`src/rtl/vram_arb_pkg.sv`:
```
// Shared types and default widths for the frame-buffer arbiter.
package vram_arb_pkg;

  localparam int ADDR_W_DEF = 17;
  localparam int DATA_W_DEF = 12;

  typedef enum logic [1:0] {
    CMD_IDLE = 2'd0,
    CMD_RD   = 2'd1,
    CMD_WR   = 2'd2
  } cmd_e;

  // Posted-write entry at the default frame-buffer geometry.
  typedef struct packed {
    logic [ADDR_W_DEF-1:0] addr;
    logic [DATA_W_DEF-1:0] data;
  } wr_entry_t;

endpackage

```
`src/rtl/vram_wr_fifo.sv`:
```
// Synchronous write FIFO; a push is refused while full even if a pop happens.
module vram_wr_fifo #(
  parameter int WIDTH = 29,
  parameter int DEPTH = 8
) (
  input  logic                       clk,
  input  logic                       rst,
  input  logic                       push_i,
  input  logic [WIDTH-1:0]           din_i,
  input  logic                       pop_i,
  output logic [WIDTH-1:0]           dout_o,
  output logic [$clog2(DEPTH):0]     level_o,
  output logic                       full_o,
  output logic                       empty_o
);

  localparam int PTR_W = $clog2(DEPTH);
  localparam int LVL_W = PTR_W + 1;

  logic [WIDTH-1:0] mem_q [DEPTH];
  logic [PTR_W-1:0] wptr_q, rptr_q;
  logic [LVL_W-1:0] level_q;
  logic             do_push, do_pop;

  assign full_o  = (level_q == LVL_W'(DEPTH));
  assign empty_o = (level_q == '0);
  assign do_push = push_i && !full_o;
  assign do_pop  = pop_i && !empty_o;
  assign dout_o  = mem_q[rptr_q];
  assign level_o = level_q;

  // Storage carries no reset so it can map onto distributed RAM.
  always_ff @(posedge clk) begin
    if (do_push) mem_q[wptr_q] <= din_i;
  end

  always_ff @(posedge clk or posedge rst) begin
    if (rst) begin
      wptr_q  <= '0;
      rptr_q  <= '0;
      level_q <= '0;
    end else begin
      if (do_push) wptr_q <= wptr_q + 1'b1;
      if (do_pop)  rptr_q <= rptr_q + 1'b1;
      case ({do_push, do_pop})
        2'b10:   level_q <= level_q + 1'b1;
        2'b01:   level_q <= level_q - 1'b1;
        default: level_q <= level_q;
      endcase
    end
  end

endmodule

```
`src/rtl/vram_arbiter.sv`:
```
// Frame-buffer arbiter: display reads have strict priority, writes drain from a FIFO.
// Optional blocked-cycle statistics counter enabled by VRAM_ARB_STATS_EN.
module vram_arbiter
  import vram_arb_pkg::*;
#(
  parameter int ADDR_W     = ADDR_W_DEF,
  parameter int DATA_W     = DATA_W_DEF,
  parameter int FIFO_DEPTH = 8,
  parameter int MAX_WAIT   = 1023
) (
  input  logic                          clk,
  input  logic                          rst,
  input  logic                          disp_req,
  input  logic [ADDR_W-1:0]             disp_addr,
  output logic [DATA_W-1:0]             disp_data,
  output logic                          disp_valid,
  input  logic                          wr_req,
  input  logic [ADDR_W-1:0]             wr_addr,
  input  logic [DATA_W-1:0]             wr_data,
  output logic                          wr_ready,
  output logic [ADDR_W-1:0]             mem_addr,
  output logic                          mem_we,
  output logic [DATA_W-1:0]             mem_din,
  input  logic [DATA_W-1:0]             mem_dout,
  output logic [$clog2(FIFO_DEPTH):0]   fifo_level,
  input  logic                          starve_clr,
  output logic                          starve,
  output logic [15:0]                   stall_cnt
);

  localparam int WAIT_W = $clog2(MAX_WAIT + 1);

  typedef struct packed {
    logic [ADDR_W-1:0] addr;
    logic [DATA_W-1:0] data;
  } entry_t;

  entry_t            push_entry, head;
  logic              fifo_full, fifo_empty, pop, blocked;
  cmd_e              cmd;
  logic [ADDR_W-1:0] mem_addr_q;
  logic              mem_we_q;
  logic [DATA_W-1:0] mem_din_q;
  logic              rd1_q, rd2_q, disp_valid_q;
  logic [DATA_W-1:0] disp_data_q;
  logic [WAIT_W-1:0] wait_q, wait_d;
  logic              starve_q, starve_d;

  assign push_entry = '{addr: wr_addr, data: wr_data};

  vram_wr_fifo #(
    .WIDTH (ADDR_W + DATA_W),
    .DEPTH (FIFO_DEPTH)
  ) u_fifo (
    .clk     (clk),
    .rst     (rst),
    .push_i  (wr_req),
    .din_i   (push_entry),
    .pop_i   (pop),
    .dout_o  (head),
    .level_o (fifo_level),
    .full_o  (fifo_full),
    .empty_o (fifo_empty)
  );

  assign wr_ready = !fifo_full;
  assign blocked  = disp_req && !fifo_empty;
  assign pop      = (cmd == CMD_WR);

  always_comb begin
    cmd = CMD_IDLE;
    if (disp_req)         cmd = CMD_RD;
    else if (!fifo_empty) cmd = CMD_WR;
  end

  always_ff @(posedge clk or posedge rst) begin
    if (rst) begin
      mem_addr_q <= '0;
      mem_we_q   <= 1'b0;
      mem_din_q  <= '0;
    end else begin
      case (cmd)
        CMD_RD: begin
          mem_addr_q <= disp_addr;
          mem_we_q   <= 1'b0;
        end
        CMD_WR: begin
          mem_addr_q <= head.addr;
          mem_din_q  <= head.data;
          mem_we_q   <= 1'b1;
        end
        default: mem_we_q <= 1'b0;
      endcase
    end
  end

  // rd1: command on the RAM port; rd2: mem_dout carries the pixel.
  always_ff @(posedge clk or posedge rst) begin
    if (rst) begin
      rd1_q        <= 1'b0;
      rd2_q        <= 1'b0;
      disp_valid_q <= 1'b0;
      disp_data_q  <= '0;
    end else begin
      rd1_q        <= disp_req;
      rd2_q        <= rd1_q;
      disp_valid_q <= rd2_q;
      if (rd2_q) disp_data_q <= mem_dout;
    end
  end

  always_comb begin
    wait_d = wait_q;
    if (fifo_empty || pop)
      wait_d = '0;
    else if (blocked && wait_q != WAIT_W'(MAX_WAIT))
      wait_d = wait_q + 1'b1;
  end

  // Set fires on the step that brings the counter to MAX_WAIT and beats a clear.
  always_comb begin
    starve_d = starve_q;
    if (blocked && wait_q == WAIT_W'(MAX_WAIT - 1)) starve_d = 1'b1;
    else if (starve_clr)                            starve_d = 1'b0;
  end

  always_ff @(posedge clk or posedge rst) begin
    if (rst) begin
      wait_q   <= '0;
      starve_q <= 1'b0;
    end else begin
      wait_q   <= wait_d;
      starve_q <= starve_d;
    end
  end

`ifdef VRAM_ARB_STATS_EN
  logic [15:0] stall_q;

  always_ff @(posedge clk or posedge rst) begin
    if (rst)                              stall_q <= '0;
    else if (starve_clr)                  stall_q <= '0;
    else if (blocked && stall_q != 16'hFFFF) stall_q <= stall_q + 1'b1;
  end

  assign stall_cnt = stall_q;
`else
  assign stall_cnt = '0;
`endif

  assign mem_addr   = mem_addr_q;
  assign mem_we     = mem_we_q;
  assign mem_din    = mem_din_q;
  assign disp_data  = disp_data_q;
  assign disp_valid = disp_valid_q;
  assign starve     = starve_q;

endmodule

```
`config.mk`:
```
export PLATFORM = sky130hd
export DESIGN_NAME = vram_arbiter
export DESIGN_NICKNAME = d
export VERILOG_FILES = /design/src/rtl/vram_arb_pkg.sv /design/src/rtl/vram_wr_fifo.sv /design/src/rtl/vram_arbiter.sv
export SDC_FILE = /design/constraint.sdc
export NUM_CORES = 1
export LEC_CHECK = 0
export ABC_AREA = 1
export CORE_ASPECT_RATIO = 1.2
export CORE_MARGIN = 2
export CORE_UTILIZATION = 52
export DETAILED_ROUTE_END_ITERATION = 6
export GPL_TIMING_DRIVEN = 0
export PLACE_DENSITY = 0.74
export SLEW_MARGIN = 20
export SYNTH_ARGS = -nofsm -noshare
export SYNTH_HDL_FRONTEND = slang
export SYNTH_HIERARCHICAL = 1
export SYNTH_SLANG_ARGS = --single-unit
```
`constraint.sdc`:
```
create_clock -name clk -period 3.4 [get_ports clk]
set_input_delay 1.02 -clock clk [delete_from_list [all_inputs] [get_ports clk]]
set_output_delay 1.02 -clock clk [all_outputs]
set_load 0.02 [all_outputs]
```
==> impl_results.md <==
* DPL Wire Length at 20,900 µm
* # H-tree levels at 1
* Wire length on met3 at ~2100 µm
* DR vias/cell at 4.97
* Fin nets at ~1,600
* Layout cells sized above 1 at around 12%
* Filler Cell Count at between 1,500 and 2,000
* CP peak stage delay at 0.43 ns
* Post-CTS resize count at 0
* CTS buffer count at 30
* Clock buffer depth at 3
* Initial DRC Count at between 600 and 700
* # hold bufs at CTS at 0
* Crit path max fanout at 11
* DRC at 0
* Syn_area_per_cell at between 9 and 10 µm²
* Die Ht at 179 µm
* Top Ports at approximately 130
* Outcome: finished, final reports clean
* Crit. End Element: register
* Worst-skew pair later-pin latency at 0.55 ns
* Worst slack, placed at -0.256 ns
* Worst-Margin Slew at between 0.8 and 0.9 ns
* Cell area power density at 829 nW/µm²
* Post-synth ARST share at 22.1%
* Worst Skew at 0.0185 ns
* Clock Sinks at between 200 and 300
* Synth Register Bits at ~300
* Worst path bufs/invs at 4
* First-pass GRT wire length at between 40,000 and 50,000 µm
* Setup ws final at roughly 0.27 ns
* CTS tree: yes
* Post-synth cell types at 33
* Max Clk Rate at 319 MHz
* Slew HR at a little under half
* Placed insts at roughly 1,800
* Fin crit period at between 3 and 4 ns
* Row count at 63
* Area growth, synth to finish at 22.0%
* Final ANT Viol Nets at 0
* Worst-path cell chain: clkdlybuf4s50_1 -> buf_6 -> nor2_4 -> buf_2 -> nand2_1 -> inv_1 -> ha_1 -> ha_1 -> or2_2 -> nand2_1 -> nand2_1 -> nand3_1 -> nand2_1
* Total of max-cap violations at 0
* Largest net degree at the start of global routing at 43
* Synth top area share at a little over half
* Final WL at 30,200 µm
* HP Class: reg2reg
* CP max-delay cell: clkdlybuf4s50_1
* Initial core utilization at a little over half
* Yosys warns at 6
* # Post-CTS Setup Buffers at 0
* Startpoint type of the worst setup path: primary input
* Sequential area share after synthesis at 65.2%
* DR vias at roughly 9,300
* Max-slew violation count at 0
* Total grt overflow at 0
* Non-Filler Instances at 1,867
* WS Path Type: in2reg
* CP top delay family: buffers and inverters
* Vias in the first global route at between 9,000 and 10,000
* Clock slew at reported path FFs at 0.06 ns
* Top FF cell, synth: edfxtp_1
* Most used cell, CP: nand2_1
* Top Metal Used: met4
* Max IR drop VDD at just under 0.0005 V
* Port Buffer Count at between 100 and 150
* Fin Hold WS at 0.348 ns
* Clock Tree Root: clkbuf_16
* Core box area at around 25,000 µm²
* Crit path DAT at 3.58 ns
* Area of the mapped netlist at ~13,000 µm²
* Initial antenna violation count at 1
* Period utilization at between 90% and 100%
* Leak Pwr at about 7.2 nW
* Unrepaired setup endpoints after global routing: false
* Wire length on met2 at around 15,000 µm
* Pwr Total at ~13 mW
* Setup violators final at 0
* Post-layout util at approximately two thirds
* Die area at around 27,000 µm²
* WP data required at about 3.8 ns
* Syn Inst Count at approximately 1,300
* Hold Violations, Final at 0
* Die Wd at roughly 150 µm
* Avg WL per Cell at around 16 µm
* Yosys top cell by area: edfxtp_1
* Gpl congestion at ~0.8
* Synth top area cells: edfxtp_1 (53%), nand2_1 (13%), dfrtp_1 (13%), nor2_1 (6.7%), inv_1 (4.1%)
* Total track usage at between 20% and 30%
* Routed met1 length at 12,300 µm
* TritonRoute pass-1 iters at 5
* Post-synth EDFFs at between 200 and 250
[cells in the mapped netlist (all sizes together), types with 2 or more instances]
cell type and n:
nand2 473, nor2 243, edfxtp 232, inv 149
dfrtp 66, buf 64, mux2 24, nand3 22
a22oi 12, nor3 8, clkbuf 7, ha 7
o21ai 7, xnor2 4, or2 3, xor2 2
[placed cells by master (no fill, tap or decap), drive strengths merged, types with 3 or more instances in the layout]
cell type / n
o21ai: 7
clkbuf: 46
inv: 150
xnor2: 4
bufinv: 4
clkdlybuf4s50: 111
or2: 3
nand2: 473
a22oi: 12
edfxtp: 232
mux2: 24
nand3: 22
nor3: 8
clkinvlp: 4
clkinv: 8
dfrtp: 66
nor2: 243
ha: 7
buf: 94
conb: 16
[stage by stage]
step           TNS (ns)  instance area [µm²]
3_3_place_gp    -622.40                14800
4_1_cts               0                16100
3_5_place_dp     -0.529                15100
6_report              0                16100
2_1_floorplan    -78.13                13300
5_1_grt               0                16100
[flip-flops by register name, summed over array words and instances, names as in the netlist]
signal,count
mem_addr,17
disp_data,12
mem_we,1
starve,1
u_fifo/level_o,4
u_fifo/wptr_q,3
u_fifo/rptr_q,3
wait_q,10
mem_din,12
u_fifo/mem_q,232
rd2_q,1
disp_valid,1
rd1_q,1
[cells by family (layout without fill, tap and decap cells)]
logic type      Yosys count  after routing  share of synthesized area [%]
compound gates           22             22                           1.09
flops                   298            298                           65.2
mux                      24             24                           2.39
fa+ha+maj                 8              8                          0.814
xor+xnor                  6              6                          0.398
simple gates            750            750                           22.1
buf+inv                 220            417                           7.97
other cells               1             17                         0.0284
[final timing paths]
| check | from | end | slack (ns) | cells after the start |
|---|---|---|---|---|
| worst min-delay path | rd1_q | rd2_q | 0.35 | 0 |
| worst max-delay path | disp_req | u_fifo/level_o[3] | 0.27 | 13 |
| worst max register to register | u_fifo/level_o[0] | u_fifo/level_o[3] | 0.44 | 14 |
| min in group asynchronous | rst | mem_addr[14] | 0.81 | 2 |
| max in group asynchronous | rst | disp_data[2] | 2.05 | 3 |
| worst min register to register | rd1_q | rd2_q | 0.35 | 0 |
[power by group]
part           leakage [nW]  internal (mW)  switching [mW]
Sequential             2.92           4.61           0.264
Combinational          3.79           1.91            3.22
Clock                 0.492           2.02            1.34
Total                  7.20           8.54            4.82
[per-layer routing]
| metal | up-vias | track usage [%] |
|---|---|---|
| met3 | 51 | 3.68 |
| met2 | 347 | 40.6 |
| met1 | 4366 | 29.3 |
| met4 | 0 | 7.62 |
| met5 | - | 0 |
| li1 | 4512 | - |
[worst reg2reg max path: cells and delay by family (launching register included)]
| kind | cells | cell delay, ns |
|---|---|---|
| and+or+nand+nor | 9 | 1.22 |
| adders and majority gates | 2 | 0.52 |
| buffers and inverters | 3 | 0.67 |
| DFF | 1 | 0.44 |
[final cells by class]
| type | count | area [µm²] | share of cell area, % |
|---|---|---|---|
| flip-flops and latches | 298 | 8620 | 53.5 |
| multi-input cells | 826 | 3640 | 22.6 |
| repair buffers | 141 | 1370 | 8.51 |
| clock buffers | 39 | 826 | 5.12 |
| inverters | 149 | 564 | 3.50 |
| plain buffers | 71 | 492 | 3.05 |
| well taps | 325 | 407 | 2.52 |
| clock inverters | 17 | 204 | 1.27 |
| diodes | 1 | 2.50 | 0.0155 |
(Power assumes the default switching activity.)
